**src/rtl/imem_loader.sv**
```systemverilog
// Instruction-memory program loader: assembles big-endian 32-bit words from a byte
// stream, writes them through a one-cycle port, and verifies a trailing XOR checksum.
module imem_loader #(
    parameter int DEPTH = 16,
    parameter int AW    = 4
) (
    input  logic          clk,
    input  logic          rst_n,
    input  logic          start,
    input  logic [AW:0]   word_count,
    input  logic          byte_valid,
    input  logic [7:0]    byte_data,
    output logic          byte_ready,
    output logic          mem_we,
    output logic [AW-1:0] mem_waddr,
    output logic [31:0]   mem_wdata,
    output logic          busy,
    output logic          done,
    output logic          error
);

    typedef enum logic [2:0] {IDLE, LOAD, WRITE, CSUM, FIN} state_t;

    localparam logic [AW:0] DEPTH_W = (AW+1)'(DEPTH);

    state_t        state_q, state_d;
    logic [31:0]   asm_q, asm_d;
    logic [1:0]    bcnt_q, bcnt_d;
    logic [AW:0]   widx_q, widx_d;
    logic [AW:0]   wcnt_q, wcnt_d;
    logic [31:0]   acc_q, acc_d;
    logic          err_q, err_d;
    logic [AW-1:0] waddr_q, waddr_d;
    logic [31:0]   wdata_q, wdata_d;

    logic          xfer;
    logic [31:0]   asm_next;
    logic [AW:0]   widx_inc;

    // Outputs decode from the state register only, so no input reaches an output combinationally.
    assign byte_ready = (state_q == LOAD) || (state_q == CSUM);
    assign mem_we     = (state_q == WRITE);
    assign busy       = (state_q != IDLE);
    assign done       = (state_q == FIN);
    assign error      = err_q;
    assign mem_waddr  = waddr_q;
    assign mem_wdata  = wdata_q;

    assign xfer     = byte_valid && byte_ready;
    assign asm_next = {asm_q[23:0], byte_data};
    assign widx_inc = widx_q + {{AW{1'b0}}, 1'b1};

    always_comb begin
        state_d = state_q;
        asm_d   = asm_q;
        bcnt_d  = bcnt_q;
        widx_d  = widx_q;
        wcnt_d  = wcnt_q;
        acc_d   = acc_q;
        err_d   = err_q;
        waddr_d = waddr_q;
        wdata_d = wdata_q;
        case (state_q)
            IDLE: if (start) begin
                err_d  = 1'b0;
                acc_d  = '0;
                bcnt_d = '0;
                widx_d = '0;
                wcnt_d = word_count;
                if (word_count > DEPTH_W) begin
                    err_d   = 1'b1;
                    state_d = FIN;
                end else if (word_count == '0) begin
                    state_d = CSUM;
                end else begin
                    state_d = LOAD;
                end
            end
            LOAD: if (xfer) begin
                asm_d  = asm_next;
                bcnt_d = bcnt_q + 2'd1;
                // Write port registers are loaded here so they hold steady outside WRITE.
                if (bcnt_q == 2'd3) begin
                    waddr_d = widx_q[AW-1:0];
                    wdata_d = asm_next;
                    state_d = WRITE;
                end
            end
            WRITE: begin
                acc_d   = acc_q ^ wdata_q;
                widx_d  = widx_inc;
                state_d = (widx_inc == wcnt_q) ? CSUM : LOAD;
            end
            CSUM: if (xfer) begin
                asm_d  = asm_next;
                bcnt_d = bcnt_q + 2'd1;
                if (bcnt_q == 2'd3) begin
                    err_d   = (asm_next != acc_q);
                    state_d = FIN;
                end
            end
            FIN:     state_d = IDLE;
            default: state_d = IDLE;
        endcase
    end

    always_ff @(posedge clk or negedge rst_n) begin
        if (!rst_n) begin
            state_q <= IDLE;
            asm_q   <= '0;
            bcnt_q  <= '0;
            widx_q  <= '0;
            wcnt_q  <= '0;
            acc_q   <= '0;
            err_q   <= 1'b0;
            waddr_q <= '0;
            wdata_q <= '0;
        end else begin
            state_q <= state_d;
            asm_q   <= asm_d;
            bcnt_q  <= bcnt_d;
            widx_q  <= widx_d;
            wcnt_q  <= wcnt_d;
            acc_q   <= acc_d;
            err_q   <= err_d;
            waddr_q <= waddr_d;
            wdata_q <= wdata_d;
        end
    end

endmodule

```
**config.mk**
```make
export PLATFORM = sky130hd
export DESIGN_NAME = imem_loader
export DESIGN_NICKNAME = d
export VERILOG_FILES = /design/src/rtl/imem_loader.sv
export SDC_FILE = /design/constraint.sdc
export NUM_CORES = 1
export LEC_CHECK = 0
export BUFFER_PORTS_ARGS = -buffer_cell sky130_fd_sc_hd__buf_2
export CAP_MARGIN = 20
export CORE_MARGIN = 3
export CORE_UTILIZATION = 43
export CTS_BUF_LIST = sky130_fd_sc_hd__clkbuf_4
export CTS_CLUSTER_SIZE = 16
export DETAILED_ROUTE_END_ITERATION = 6
export SLEW_MARGIN = 20
export SYNTH_ARGS = -nofsm -noshare
export SYNTH_HDL_FRONTEND = slang
export SYNTH_SLANG_ARGS = --single-unit
```
**constraint.sdc**
```tcl
create_clock -name clk -period 2.2 [get_ports clk]
set_clock_uncertainty 0.2 [all_clocks]
set_input_delay 0.11 -clock clk [delete_from_list [all_inputs] [get_ports clk]]
set_output_delay 0.11 -clock clk [all_outputs]
set_load 0.005 [all_outputs]
```
==> impl_metrics.tcl <==
set metrics [dict create \
    placementRows 38 \
    fin_area_um2 5720 \
    fillers 982 \
    grt_pass1_wl_mm 18.3 \
    layout_min_cycle_time_ns 2.09 \
    final_layout_size_suffix_gt1_share_pct 31.4 \
    synth_warnings 0 \
    worst_r2r_endpoint "acc_q[0]" \
    maxCapViolCount 0 \
    portBuffers 57 \
    maxSlewViolCount 0 \
    worstMarginPinSlew_ns 1.04 \
    fin_crit_sh_pct 95.0 \
    cp_top_family "compound AO/OA/AOI/OAI gates" \
    critPathCapture "acc_q[0]" \
    status "completed" \
    post-place-ws_ns -0.00215 \
    critical_path_required_ns 2.38 \
    dieWidth_um 114 \
    startpoint "state_q[1]" \
    p_leak_nw 2.54 \
    drcViolationCount 0 \
    insertion_delay_ns 0.47 \
    numClockSinks 108 \
    endpoint_kind "flip-flop" \
    r2r_cells 5 \
    drt_iter0_drc 167 \
    grt_overflow_total 0 \
    cts_tree "done" \
    cp_max_fo 34 \
    yosysTopAreaCell "dfrtp_1" \
    grt_max_degree 109 \
    finalSetupTns_ns 0 \
    setup_viol_count_final 0 \
    hold_violations 0 \
    vias_per_cell 5.30 \
    initial_core_util_pct 45.2 \
    coreArea_um2 11200 \
    dp_cells 609 \
    synthFlopType "dfrtp_1" \
    r2r-start "state_q[1]" \
    nets 517 \
    syn_area_um2 5050 \
    clkSlewWorstSetupHoldPaths_ns 0.15 \
    synth_top_area_share_pct 53.5 \
    critPathMaxStageDelay_ns 0.77 \
    n_antenna_cell 0 \
    hpwl_mm 7.10 \
    yosys-top-cells-count "dfrtp_1 (108), o21ai_1 (58), nand2_1 (41)" \
    crit_slowest_cell "a21oi_4" \
    syn_avg_cell_area_um2 11.9 \
    power_density_nw_per_um2 1330 \
    crit_cells 5 \
    rsz0062_at_grt "yes" \
    cts_buffer_depth 2 \
    cts-buffers-inserted 9 \
    synth_nets 443 \
    max_slew_margin_pct 30.2 \
    synth_enable_flop_cells 0 \
    first_global_vias 3472 \
    dieArea_um2 13100 \
    firstDrtPassIters 4 \
    synthMostInstantiatedCell "dfrtp_1" \
    area_delta_synth_final_pct 13.2 \
    path_buf_inv 1 \
    ir_drop_mv 0.490 \
    crit_type "reg2reg" \
    grt_usage_pct 17.8 \
    drtAntennaViolNets 0 \
    via_count 3411 \
    worstPathArrival_ns 2.27 \
    placed_area_um2 5420 \
    worst_setup_path_start_kind "flip-flop" \
    ys_seq_area_share_pct 53.5 \
    synth_cell_types 37 \
    syn_inst 424 \
    stdcell_count 643 \
    ios 58 \
    yosys-top-cells-area "dfrtp_1 (53%), mux2_4 (8.9%), mux2_2 (7.8%), o21ai_1 (5.7%), xnor2_1 (5.7%)" \
    crit_chain "or3b_4 > inv_6 > a21oi_4 > o21ai_0 > o21ai_0" \
    cts-root-buf "clkbuf_4" \
    async_flop_share_pct 100 \
    cts_max_level 3 \
    max_freq_mhz 479 \
    synth_seq_cells 108 \
    total_power_w 0.00759 \
    r2r_slack_ns 0.11 \
    finalWirelength_mm 11.0 \
    chipHeight_um 114 \
    hp-class "in2async" \
    post_drt_wl_per_cell_um 17.1 \
    crit_top_cell "o21ai_0" \
    setup_ws_ns 0.111 \
    antenna_found_initial 0 \
    gp_congestion 0.810 \
]
-- where the power goes --
group          internal, W  total (W)  switching, W
sequential         0.00288    0.00383      0.000943
clock             0.000236   0.000913      0.000677
combinational      0.00167    0.00286       0.00118
total              0.00479    0.00759       0.00280
-- routing by layer --
metal	routed length [µm]	global-route usage, %	vias up
li1	-	-	1622
met1	5370	25.8	1713
met2	5080	27.4	64
met3	391	3.17	12
met4	169	5.54	0
met5	0	0	-
-- worst min path at each step --
stage / end / slack [ns] / depth (start not counted)
6_report: mem_wdata[18] / 0.05 / 3
5_1_grt: mem_wdata[24] / 0.09 / 3
4_1_cts: asm_q[4] / 0.06 / 3
3_5_place_dp: mem_wdata[23] / 0.04 / 2
3_3_place_gp: mem_wdata[16] / 0.04 / 2
2_1_floorplan: acc_q[0] / -0.39 / 0
-- worst reg2reg max path, delay by kind of cell, from the launching register on --
kind,cells,cell delay (ns)
and+or+nand+nor,1,0.26
buffers and inverters,1,0.04
AOI/OAI and AO/OA,3,1.11
DFF,1,0.40
-- flip-flops by register name, indices dropped and copies added (netlist names) --
name,count
state_q,3
widx_q,5
error,1
asm_q,24
acc_q,32
bcnt_q,2
mem_wdata,32
mem_waddr,4
wcnt_q,5
-- cells in the final DEF, fill, tap and decap left out, types with 9 or more instances in the layout --
cell	instances
nand4_1	10
nand2_1	41
o21ai_1	59
nand3_1	10
mux2_4	30
buf_2	56
dlygate4sd3_1	16
dfrtp_1	106
clkbuf_4	9
xnor2_1	33
nor2_1	33
o21ai_0	11
mux2_2	35
-- timing repair --
item	in CTS	in global routing
pin swaps	0	1
hold buffers	16	0
buffers inserted	0	2
endpoints found under the hold margin	133	0
gates resized for setup	2	4
setup endpoints to repair	8	18
-- kinds of logic (layout without fill, tap and decap cells) --
group,Yosys count,in the layout,share of synthesized area [%]
AOI/OAI and AO/OA,77,77,8.14
adders and majority gates,2,2,0.495
muxes,65,65,16.7
buffers and inverters,23,102,4.23
DFF,108,108,53.5
and+or+nand+nor,108,108,9.85
xor gates and xnor gates,41,41,7.10
-- area by class of cell --
cell class / instances / area [µm²] / area share [%]
inverter: 2 / 12.5 / 0.219
multi-input combinational: 293 / 2150 / 37.5
clock buffer: 9 / 67.6 / 1.18
clock inverter: 7 / 52.6 / 0.918
timing repair buffer: 84 / 563 / 9.84
tap: 140 / 175 / 3.06
sequential: 108 / 2710 / 47.3
-- metrics by stage --
step	hold slack, ns	util (%)
3_3_place_gp	0.0386	48.5
6_report	0.0510	51.2
3_5_place_dp	0.0411	48.5
2_1_floorplan	-0.386	-
5_1_grt	0.0892	51.2
4_1_cts	0.0557	51.0
No activity file was read; power rests on OpenSTA's default activity.
